### src/rtl/mul_pkg.sv
`default_nettype none
// ============================================================================
//  Module   : mul_pkg
//  Brief    : Shared op/state encodings and parameter checks for the
//             digit-serial LUT multiplier.
//  Revision : 1.0 - initial release
// ============================================================================
package mul_pkg;

  localparam logic [1:0] OP_MUL    = 2'b00;
  localparam logic [1:0] OP_MULH   = 2'b01;
  localparam logic [1:0] OP_MULHSU = 2'b10;
  localparam logic [1:0] OP_MULHU  = 2'b11;

  typedef enum logic [1:0] {
    S_IDLE = 2'd0,
    S_CALC = 2'd1,
    S_DONE = 2'd2
  } state_t;

  function automatic bit digit_legal(input int digit);
    return (digit == 1) || (digit == 2) || (digit == 4);
  endfunction

endpackage
`default_nettype wire

### src/rtl/lut_digit_mult.sv
`default_nettype none
// ============================================================================
//  Module   : lut_digit_mult
//  Brief    : Combinational table of k*mcand (k = 0..2^DIGIT-1) and digit select.
//  Revision : 1.0 - initial release
// ============================================================================
module lut_digit_mult
  import mul_pkg::*;
#(
  parameter int WIDTH = 32,
  parameter int DIGIT = 2
) (
  input  logic [WIDTH-1:0]       i_mcand,
  input  logic [DIGIT-1:0]       i_digit,
  output logic [WIDTH+DIGIT-1:0] o_multiple
);

  localparam int LW      = WIDTH + DIGIT;
  localparam int ENTRIES = 1 << DIGIT;

  logic [LW-1:0] w_tab [ENTRIES];

  generate
    if (!digit_legal(DIGIT)) begin : g_bad_digit
      $error("lut_digit_mult: DIGIT must be 1, 2 or 4");
    end

    for (genvar k = 0; k < ENTRIES; k++) begin : g_entry
      assign w_tab[k] = LW'(k) * {{DIGIT{1'b0}}, i_mcand};
    end
  endgenerate

  assign o_multiple = w_tab[i_digit];

endmodule
`default_nettype wire

### src/rtl/lut_multiplier_seq.sv
`default_nettype none
// ============================================================================
//  Module   : lut_multiplier_seq
//  Brief    : Digit-serial RV32M multiplier (MUL/MULH/MULHSU/MULHU), DIGIT
//             multiplier bits per cycle, valid/ready on both sides.
//  Revision : 1.0 - initial release
// ============================================================================
module lut_multiplier_seq
  import mul_pkg::*;
#(
  parameter int WIDTH = 32,
  parameter int DIGIT = 2
) (
  input  logic                 clk,
  input  logic                 resetn,
  input  logic                 in_valid,
  output logic                 in_ready,
  input  logic [1:0]           op,
  input  logic [WIDTH-1:0]     num0,
  input  logic [WIDTH-1:0]     num1,
  input  logic                 flush,
  output logic                 out_valid,
  input  logic                 out_ready,
  output logic [2*WIDTH-1:0]   product,
  output logic [WIDTH-1:0]     result
);

  localparam int N     = WIDTH / DIGIT;
  localparam int CNT_W = (N > 1) ? $clog2(N) : 1;
  localparam int LW    = WIDTH + DIGIT;
  localparam logic [CNT_W-1:0] CNT_LAST = CNT_W'(N - 1);

  generate
    if ((WIDTH % DIGIT) != 0) begin : g_bad_width
      $error("lut_multiplier_seq: WIDTH must be a multiple of DIGIT");
    end
  endgenerate

  state_t               r_state, w_state_nxt;
  logic [CNT_W-1:0]     r_cnt;
  logic [1:0]           r_op;
  logic                 r_neg;
  logic [WIDTH-1:0]     r_mcand;
  logic [WIDTH-1:0]     r_mplier;
  logic [2*WIDTH-1:0]   r_acc;
  logic [2*WIDTH-1:0]   r_product;
  logic [WIDTH-1:0]     r_result;

  logic                 w_in_ready, w_out_valid, w_accept;
  logic                 w_s0, w_s1;
  logic [WIDTH-1:0]     w_abs0, w_abs1;
  logic [LW-1:0]        w_lut;
  logic [2*WIDTH-1:0]   w_term, w_acc_nxt, w_prod_fix;

  // MUL low half is sign-independent, so only the high-half ops honour signs.
  assign w_s0   = ((op == OP_MULH) || (op == OP_MULHSU)) && num0[WIDTH-1];
  assign w_s1   = (op == OP_MULH) && num1[WIDTH-1];
  assign w_abs0 = w_s0 ? WIDTH'(-num0) : num0;
  assign w_abs1 = w_s1 ? WIDTH'(-num1) : num1;

  lut_digit_mult #(
    .WIDTH (WIDTH),
    .DIGIT (DIGIT)
  ) u_lut (
    .i_mcand    (r_mcand),
    .i_digit    (r_mplier[DIGIT-1:0]),
    .o_multiple (w_lut)
  );

  assign w_term     = {{(2*WIDTH-LW){1'b0}}, w_lut} << (DIGIT * r_cnt);
  assign w_acc_nxt  = r_acc + w_term;
  assign w_prod_fix = r_neg ? -w_acc_nxt : w_acc_nxt;

  always_ff @(posedge clk or negedge resetn) begin
    if (!resetn) r_state <= S_IDLE;
    else         r_state <= w_state_nxt;
  end

  always_comb begin
    w_state_nxt = r_state;
    w_in_ready  = 1'b0;
    w_out_valid = 1'b0;
    case (r_state)
      S_IDLE: begin
        w_in_ready = resetn;
        if (!flush && in_valid) w_state_nxt = S_CALC;
      end
      S_CALC: begin
        if (flush)                  w_state_nxt = S_IDLE;
        else if (r_cnt == CNT_LAST) w_state_nxt = S_DONE;
      end
      S_DONE: begin
        w_out_valid = 1'b1;
        if (flush || out_ready) w_state_nxt = S_IDLE;
      end
      default: w_state_nxt = S_IDLE;
    endcase
  end

  assign w_accept = in_valid && w_in_ready && !flush;

  always_ff @(posedge clk or negedge resetn) begin
    if (!resetn) begin
      r_cnt     <= '0;
      r_op      <= OP_MUL;
      r_neg     <= 1'b0;
      r_mcand   <= '0;
      r_mplier  <= '0;
      r_acc     <= '0;
      r_product <= '0;
      r_result  <= '0;
    end else if (w_accept) begin
      r_cnt    <= '0;
      r_op     <= op;
      r_neg    <= w_s0 ^ w_s1;
      r_mcand  <= w_abs0;
      r_mplier <= w_abs1;
      r_acc    <= '0;
    end else if ((r_state == S_CALC) && !flush) begin
      r_acc    <= w_acc_nxt;
      r_mplier <= r_mplier >> DIGIT;
      r_cnt    <= r_cnt + CNT_W'(1);
      if (r_cnt == CNT_LAST) begin
        r_product <= w_prod_fix;
        r_result  <= (r_op == OP_MUL) ? w_prod_fix[WIDTH-1:0]
                                      : w_prod_fix[2*WIDTH-1:WIDTH];
      end
    end
  end

  assign in_ready  = w_in_ready;
  assign out_valid = w_out_valid;
  assign product   = r_product;
  assign result    = r_result;

endmodule
`default_nettype wire

### config.mk
export PLATFORM = sky130hd
export DESIGN_NAME = lut_multiplier_seq
export DESIGN_NICKNAME = d
export VERILOG_FILES = /design/src/rtl/mul_pkg.sv /design/src/rtl/lut_digit_mult.sv /design/src/rtl/lut_multiplier_seq.sv
export SDC_FILE = /design/constraint.sdc
export NUM_CORES = 1
export LEC_CHECK = 0
export BUFFER_PORTS_ARGS = -buffer_cell sky130_fd_sc_hd__buf_2
export CAP_MARGIN = 20
export CORE_ASPECT_RATIO = 1.75
export CORE_UTILIZATION = 50
export DETAILED_ROUTE_END_ITERATION = 7
export PLACE_DENSITY = 0.68
export SLEW_MARGIN = 5
export SYNTH_ARGS = -nofsm -noshare
export SYNTH_HDL_FRONTEND = slang
export SYNTH_HIERARCHICAL = 1
export SYNTH_SLANG_ARGS = --single-unit
### constraint.sdc
create_clock -name clk -period 16 [get_ports clk]
set_input_delay 0.8 -clock clk [delete_from_list [all_inputs] [get_ports clk]]
set_output_delay 0.8 -clock clk [all_outputs]
set_load 0.01 [all_outputs]
==> impl_results.md, run 1 <==
* Outcome: finished, final reports clean
* Startpoint types: flop
* Total Negative Setup Slacks at 0 ns
* Clock sink count at 233
* Hold WS at 0.0595 ns
* Peak Freq at 0.0981 GHz
* Total track usage at 39.3%
* Top Ports at 169
* Register bit total from synthesis at 233
* Cts bufs inserted at 25
* P&R area growth vs syn at 9.26%
* DRC viols at 0
* FF-to-FF End: result[22]$_DFFE_PN0P_
* Register area share after synthesis at 27.9%
* Min cycle time layout at approximately 10 ns
* R2r startpoint: r_mcand[1]$_DFFE_PN0P_
* Final setup viols at 0
* RSZ-0062 raised after global routing: false
* Synth Cell Area at 20900 um^2
* Worst-Skew Late Latency at 0.58 ns
* Final ANT Viol Nets at 0
* Final core occ at 55.6%
* Postcts setup bufs at 0
* Max Transition Viols Final at 0
* Register-to-Register Path Depth at 27
* Synth Instances at 2757
* Clk_skew at approximately 0.022 ns
* Initial antenna violation count at 3
* Sequential power share at 17.1%
* Type of the worst setup path: flop to flop
* Worst-margin pin slew at 1.13 ns
* Initial Util at 50.9%
* Core Region at roughly 41000 um^2
* Post-synth ARST share at 100%
* Die Width at ~160 um
* Yosys cell types at 91
* Static Leakage at 10.1 nW
* Layout cell share with drive strength beyond 1 at 11.1%
* Peak VDD IR at approximately 100 uV
* Commonest register cell after synthesis: dfrtp_1
* Net Sw Frac at 57.5%
* WP data arrival at 10.64 ns
* Switch Pwr at 2.62 mW
* Final GP Congestion at 1.12
* Drt wl/cell at 24.7 um
* Post-synth EDFFs at 0
* Hold_buf cts at 0
* Vias in the first global route at 21500
* Net Count, Synth at 2930
* Max_cap viols at 0
* H-tree levels at 1
* Fill cells at 3966
* CTS tree: built
* Internal power at 1.93 mW
* Die Y at about 270 um
* Period utilization at 63.7%
* First DRT Iteration DRCs at ~1600
* Power Density at ~200 nW/um^2
* Post-CTS sizing at 0
* Die ar. at 42700 um^2
* Clk buf depth at 3
* Combinational share of power at 70.1%
* Worst setup startpoint: r_mcand[1]$_DFFE_PN0P_
* Syn avg cell area at 7.59 um^2
* Pin count of the biggest net entering global routing at 118
* Rows at a little under 100
* Worst-path maximum fanout at 10
* 1st-pass router iterations at 6
* Slew headroom at 23.7%
* GR Overflow Total at 0
* Nets at 2988
* Worst min path class: input pin to async pin
* Crit end category: flop
* Routed vias at 21800
* CP required at 16.44 ns
* Global-route wire length before repair at 126000 um
* Vias per inst at around 6.5
* CTS Root Cell: clkbuf_16
* Final Hold Fails at 0
* Yosys warning count at 6
* Post-Route WL at 83500 um
* Clock slew at reported path FFs at 0.07 ns
* Port Buffers at around 170
* Clk pwr share at roughly an eighth
* Detail Placement HPWL at 66000 um
* R2r setup slk at 5.81 ns
==> logic make-up (layout without fill, tap and decap cells) <==
family | count (synthesis) | after routing | synth area share [%]
adder cells (fa/ha/maj) | 102 | 102 | 6.17
multiplexers | 74 | 74 | 3.91
AND/OR/NAND/NOR | 1051 | 1051 | 23.4
flip-flops | 233 | 233 | 27.9
XOR/XNOR | 174 | 174 | 7.29
other | 0 | 1 | 0
AO/OA/AOI/OAI | 909 | 909 | 27.4
buffers and inverters | 214 | 287 | 3.98
==> power by group through the flow <==
| stage | combinational (mW) | sequential (mW) | clock, mW |
|---|---|---|---|
| 2_1_floorplan | 2.00 | 0.744 | 0 |
| 3_3_place_gp | 3.02 | 0.780 | 0 |
| 3_5_place_dp | 3.03 | 0.783 | 0 |
| 4_1_cts | 3.05 | 0.774 | 0.592 |
| 5_1_grt | 3.36 | 0.789 | 0.612 |
| 6_report | 3.19 | 0.777 | 0.584 |
==> worst max path at each step <==
stage                                          to  slack (ns)  cells after the start
final                      result[22]$_DFFE_PN0P_        5.81                     27
after global routing      product[63]$_DFFE_PN0P_        5.42                     27
after CTS                  result[22]$_DFFE_PN0P_        6.43                     27
after detailed placement   result[22]$_DFFE_PN0P_        6.47                     28
after global placement     result[28]$_DFFE_PN0P_        6.62                     27
after floorplan            result[26]$_DFFE_PN0P_        8.96                     27
==> area by class of cell <==
type | count | area (um^2) | area share [%]
antenna | 1 | 2.50 | 0.0110
clock buffer | 33 | 716 | 3.13
clock inverter | 9 | 87.6 | 0.383
inverter | 47 | 176 | 0.772
multi-input combinational | 2310 | 14300 | 62.4
sequential | 233 | 5830 | 25.5
tap | 550 | 688 | 3.01
timing repair buffer | 198 | 1080 | 4.71
==> worst max-delay path: stages, from the launching register on <==
cell and delay [ns]:
dfrtp_1 0.45, ha_1 0.26, fa_1 0.42, a21oi_1 0.30
o22ai_1 0.19, o21ai_0 0.65, o21bai_1 0.29, a31oi_1 0.28
mux2i_1 0.13, a221o_1 0.31, mux2_2 0.29, o21ai_0 0.87
o21ai_0 0.44, nor2_1 0.19, a21oi_1 0.07, ha_1 0.54
nand4_1 0.23, nor4_1 0.59, o211ai_1 0.16, a21oi_1 0.70
a31oi_1 0.17, o311ai_0 0.30, o2111ai_1 0.38, or4_1 0.74
or3_4 0.48, o21ai_1 0.21, o21bai_1 0.10, a221o_1 0.32
==> layout by cell type (no fill, tap or decap), types with 21 or more instances in the layout <==
cell type	n
mux2_2	21
nand4_1	44
a21oi_1	197
nand3_1	93
dfrtp_1	230
a211oi_1	26
xor2_1	88
nor2_1	217
clkbuf_16	25
a22o_1	21
nor3_1	68
nand2_1	417
a21o_1	39
xnor2_1	86
a31oi_1	29
buf_4	29
and2_1	34
o31ai_1	31
inv_1	47
o21ai_0	312
buf_2	167
or3_1	27
a22oi_1	48
ha_1	100
nand2b_1	24
mux2i_1	49
==> cell usage after synthesis (19+ instances only) <==
master | n | area, um^2
nand2_1 | 418 | 1570
o21ai_0 | 313 | 1570
dfrtp_1 | 233 | 5830
nor2_1 | 220 | 826
a21oi_1 | 197 | 986
clkbuf_1 | 138 | 518
ha_1 | 100 | 1250
nand3_1 | 93 | 465
xor2_1 | 88 | 771
xnor2_1 | 86 | 753
nor3_1 | 68 | 340
mux2i_1 | 49 | 490
a22oi_1 | 48 | 360
inv_1 | 47 | 176
nand4_1 | 44 | 275
a21o_1 | 39 | 293
and2_1 | 35 | 219
o31ai_1 | 31 | 233
a31oi_1 | 29 | 181
or3_1 | 27 | 169
a211oi_1 | 26 | 195
nand2b_1 | 24 | 150
a22o_1 | 21 | 184
mux2_2 | 21 | 236
nor4_1 | 20 | 125
or4_1 | 20 | 150
o21ai_1 | 19 | 95.1
or2_2 | 19 | 119
==> state kept, by name, summed over array words and instances, names as in the netlist <==
signal and cells:
product 64, r_acc 64, r_cnt 4, r_mcand 32, r_mplier 32, r_neg 1
r_op 2, r_state 2, result 32
==> per-layer routing <==
layer / GRT usage (%) / vias up / share of wire, % / wire length [um]
met5: 0 / - / 0.034 / 28
met4: 37.6 / 4 / 11 / 9080
met3: 6.34 / 362 / 5.7 / 4780
met2: 69.2 / 955 / 50 / 41400
met1: 38.6 / 10300 / 34 / 28300
li1: - / 10200 / - / -
==> through the flow <==
| step | instance area (um^2) | cells | setup WS [ns] | total power [mW] |
|---|---|---|---|---|
| floorplan | 20900 | 2757 | 8.96 | 2.75 |
| global placement | 22000 | 3337 | 6.62 | 3.81 |
| detailed placement | 22000 | 3337 | 6.47 | 3.82 |
| CTS | 22800 | 3379 | 6.43 | 4.41 |
| global route | 22800 | 3380 | 5.42 | 4.77 |
| finish | 22900 | 3381 | 5.81 | 4.55 |
Note: power is estimated with default switching activity, not from simulation.
==> run 2: changes to the inputs <==
- ABC_AREA: default -> 1
- clock period: 16 -> 10.2 ns (I/O delays scaled with it)
==> impl_results.md, run 2 <==
* Outcome: finished, final reports clean
* Die Width at 167 um (+6.7%)
* Dominant cell type by area after synthesis: nand2_1
* Port Buffers at 168 (unchanged)
* Most common cell after layout, fill and taps aside: nand2_1
* Postcts setup bufs at 0 (unchanged)
* Initial Util at 50.7% (-0.20 points)
* Yosys cell types at 46 (-49%)
* Vias in the first global route at 26300 (+22%)
* Worst-margin pin slew at 1.21 ns (+0.0747 ns)
* Period utilization at 82.3% (+19 points)
* Yosys warning count at 6 (unchanged)
* Routed vias at 26900 (+23%)
* Post-Route WL at 99800 um (+19%)
* Register area share after synthesis at 24.4% (-3.4 points)
* Total Negative Setup Slacks at 0 ns (unchanged)
* Type of the worst setup path: flop to flop
* CP top delay family: simple AND/OR/NAND/NOR gates
* Final GP Congestion at 1.05 (-6.0%)
* Worst-path maximum fanout at 36 (+26)
* Net Count, Synth at 4352 (+49%)
* Synth Instances at 4179 (+52%)
* Hold WS at 0.120 ns (+0.0601 ns)
* DRC viols at 0 (unchanged)
* Largest cells by area after synthesis: nand2_1 (27%), dfrtp_1 (24%), inv_1 (9.4%)
* Initial antenna violation count at 4 (+1)
* GR Overflow Total at 0 (unchanged)
* CTS tree: built
* Top Ports at 169 (unchanged)
* Cell mode on critical path: nand2_1
* Area occupied by multi-input gates at 15300 um^2 (+7.0%)
* Crit. path cell count at 31 (+15%)
* Register bit total from synthesis at 233 (unchanged)
* Worst path slowest cell: dfrtp_1
* Commonest cells in the netlist: nand2_1 (1692), inv_1 (598), nor2_1 (345)
* Max_cap viols at 0 (unchanged)
* First DRT Iteration DRCs at 1715 (+4.3%)
* Register area at 5830 um^2 (about the same)
* Crit path buf inv count at 3 (+3)
* Register-to-Register Path Depth at 31 (+15%)
* Peak Freq at 0.119 GHz (+22%)
* Final ANT Viol Nets at 0 (unchanged)
* Hold_buf cts at 1 (+1)
* CTS Root Cell: clkbuf_16
* Top-area cell type share of the netlist area at 26.6% (-1.3 points)
* Nets at 4460 (+49%)
* Slew headroom at 18.7% (-5.0 points)
* Most common cell in the synthesized netlist: nand2_1
* Global-route wire length before repair at 149000 um (+18%)
* Die ar. at 48600 um^2 (+14%)
* Pin count of the biggest net entering global routing at 154 (+31%)
* Drt wl/cell at 20.4 um (-17%)
* Vias per inst at 5.50 (-15%)
* Clk_skew at 0.0379 ns (+0.0155 ns)
* Clock sink count at 233 (unchanged)
* Synth Cell Area at 23900 um^2 (+14%)
* Clk buf depth at 3 (unchanged)
* CP required at 10.70 ns (-5.74 ns)
* Total track usage at 40.8% (+1.5 points)
* Most frequent cells in the layout: nand2_1 (1691), inv_1 (598), nor2_1 (342)
* WP data arrival at 8.89 ns (-1.75 ns)
* Worst-Skew Late Latency at 0.63 ns (+0.05 ns)
* Commonest register cell after synthesis: dfrtp_1
* Min cycle time layout at 8.39 ns (-1.80 ns)
* RSZ-0062 raised after global routing: false
* Rows at 105 (+7.1%)
* H-tree levels at 1 (unchanged)
* Post-synth EDFFs at 0 (unchanged)
* Final Hold Fails at 0 (unchanged)
* Critical Path Max Stage Delay at 1.09 ns (+0.22 ns)
* Die Y at 291 um (+6.7%)
* 1st-pass router iterations at 7 (+1)
* Cts bufs inserted at 25 (unchanged)
* Max Transition Viols Final at 0 (unchanged)
* Worst min path class: input pin to flop
* Startpoint types: flop
* Detail Placement HPWL at 81200 um (+23%)
* Final setup viols at 0 (unchanged)
* Crit end category: flop
* Hold depth at 3
* Core Region at 47000 um^2 (+14%)
* Clock slew at reported path FFs at 0.07 ns (about the same)
* Syn avg cell area at 5.71 um^2 (-25%)
* Layout cell share with drive strength beyond 1 at 9.29% (-1.8 points)
* Post-CTS sizing at 0 (unchanged)
* P&R area growth vs syn at 9.53%
* Post-synth ARST share at 100% (unchanged)
* Fill cells at 5115 (+29%)
-- run 2: per-layer routing --
layer	up-vias	track usage, %	wire length [um]
met1	12300	38.3	33200
met3	442	7.22	5680
li1	13200	-	-
met4	6	39.7	11000
met5	-	0	38
met2	993	73.6	49900
-- run 2: kinds of logic after synthesis --
group           after synthesis  synth area share (%)
simple gates               2491                  43.0
buf+inv                     738                  11.7
compound gates              516                  11.7
flops                       233                  24.4
fa+ha+maj                   102                  5.41
xor+xnor                     96                  3.65
mux                           3                 0.126
-- run 2: layout make-up --
type / instances / share of cell area [%]
multi-input combinational: 3208 / 58.4
sequential: 233 / 22.3
inverter: 626 / 9.00
timing repair buffer: 193 / 4.09
tap: 588 / 2.82
clock buffer: 37 / 2.76
clock inverter: 9 / 0.570
antenna: 1 / 0.00958
-- run 2: path summary, 6_finish.rpt --
check,startpoint,slack [ns],end
min reg2reg,result[12]$_DFFE_PN0P_,0.47,result[12]$_DFFE_PN0P_
min in group asynchronous,resetn,0.39,r_acc[43]$_DFFE_PN0P_
max reg2reg,r_mplier[0]$_DFFE_PN0P_,1.81,result[5]$_DFFE_PN0P_
max in group asynchronous,resetn,8.53,r_neg$_DFFE_PN0P_
max,r_mplier[0]$_DFFE_PN0P_,1.81,result[5]$_DFFE_PN0P_
min,op[0],0.12,r_op[0]$_DFFE_PN0P_
-- run 2: stage by stage --
step	area (um^2)	utilization [%]	setup slack [ns]	cells
after detailed placement	25200	53.6	2.33	4844
after global routing	26100	55.5	1.29	4894
after CTS	26100	55.5	2.33	4891
final	26100	55.5	1.81	4895
after floorplan	23900	-	5.57	4179
after global placement	25200	53.6	2.34	4844
-- run 2: worst register-to-register path, delay by kind of cell (launching register included) --
kind / cells / cell delay, ns
XOR/XNOR: 1 / 0.43
buffers and inverters: 3 / 1.12
flip-flops: 1 / 1.09
adder cells (fa/ha/maj): 1 / 0.28
AND/OR/NAND/NOR: 22 / 3.90
AO/OA/AOI/OAI: 4 / 1.46
Power of run 2 is left out: the tool's default activity adds up to more than one toggle a clock period on the data nets, which glitch-free logic cannot reach.
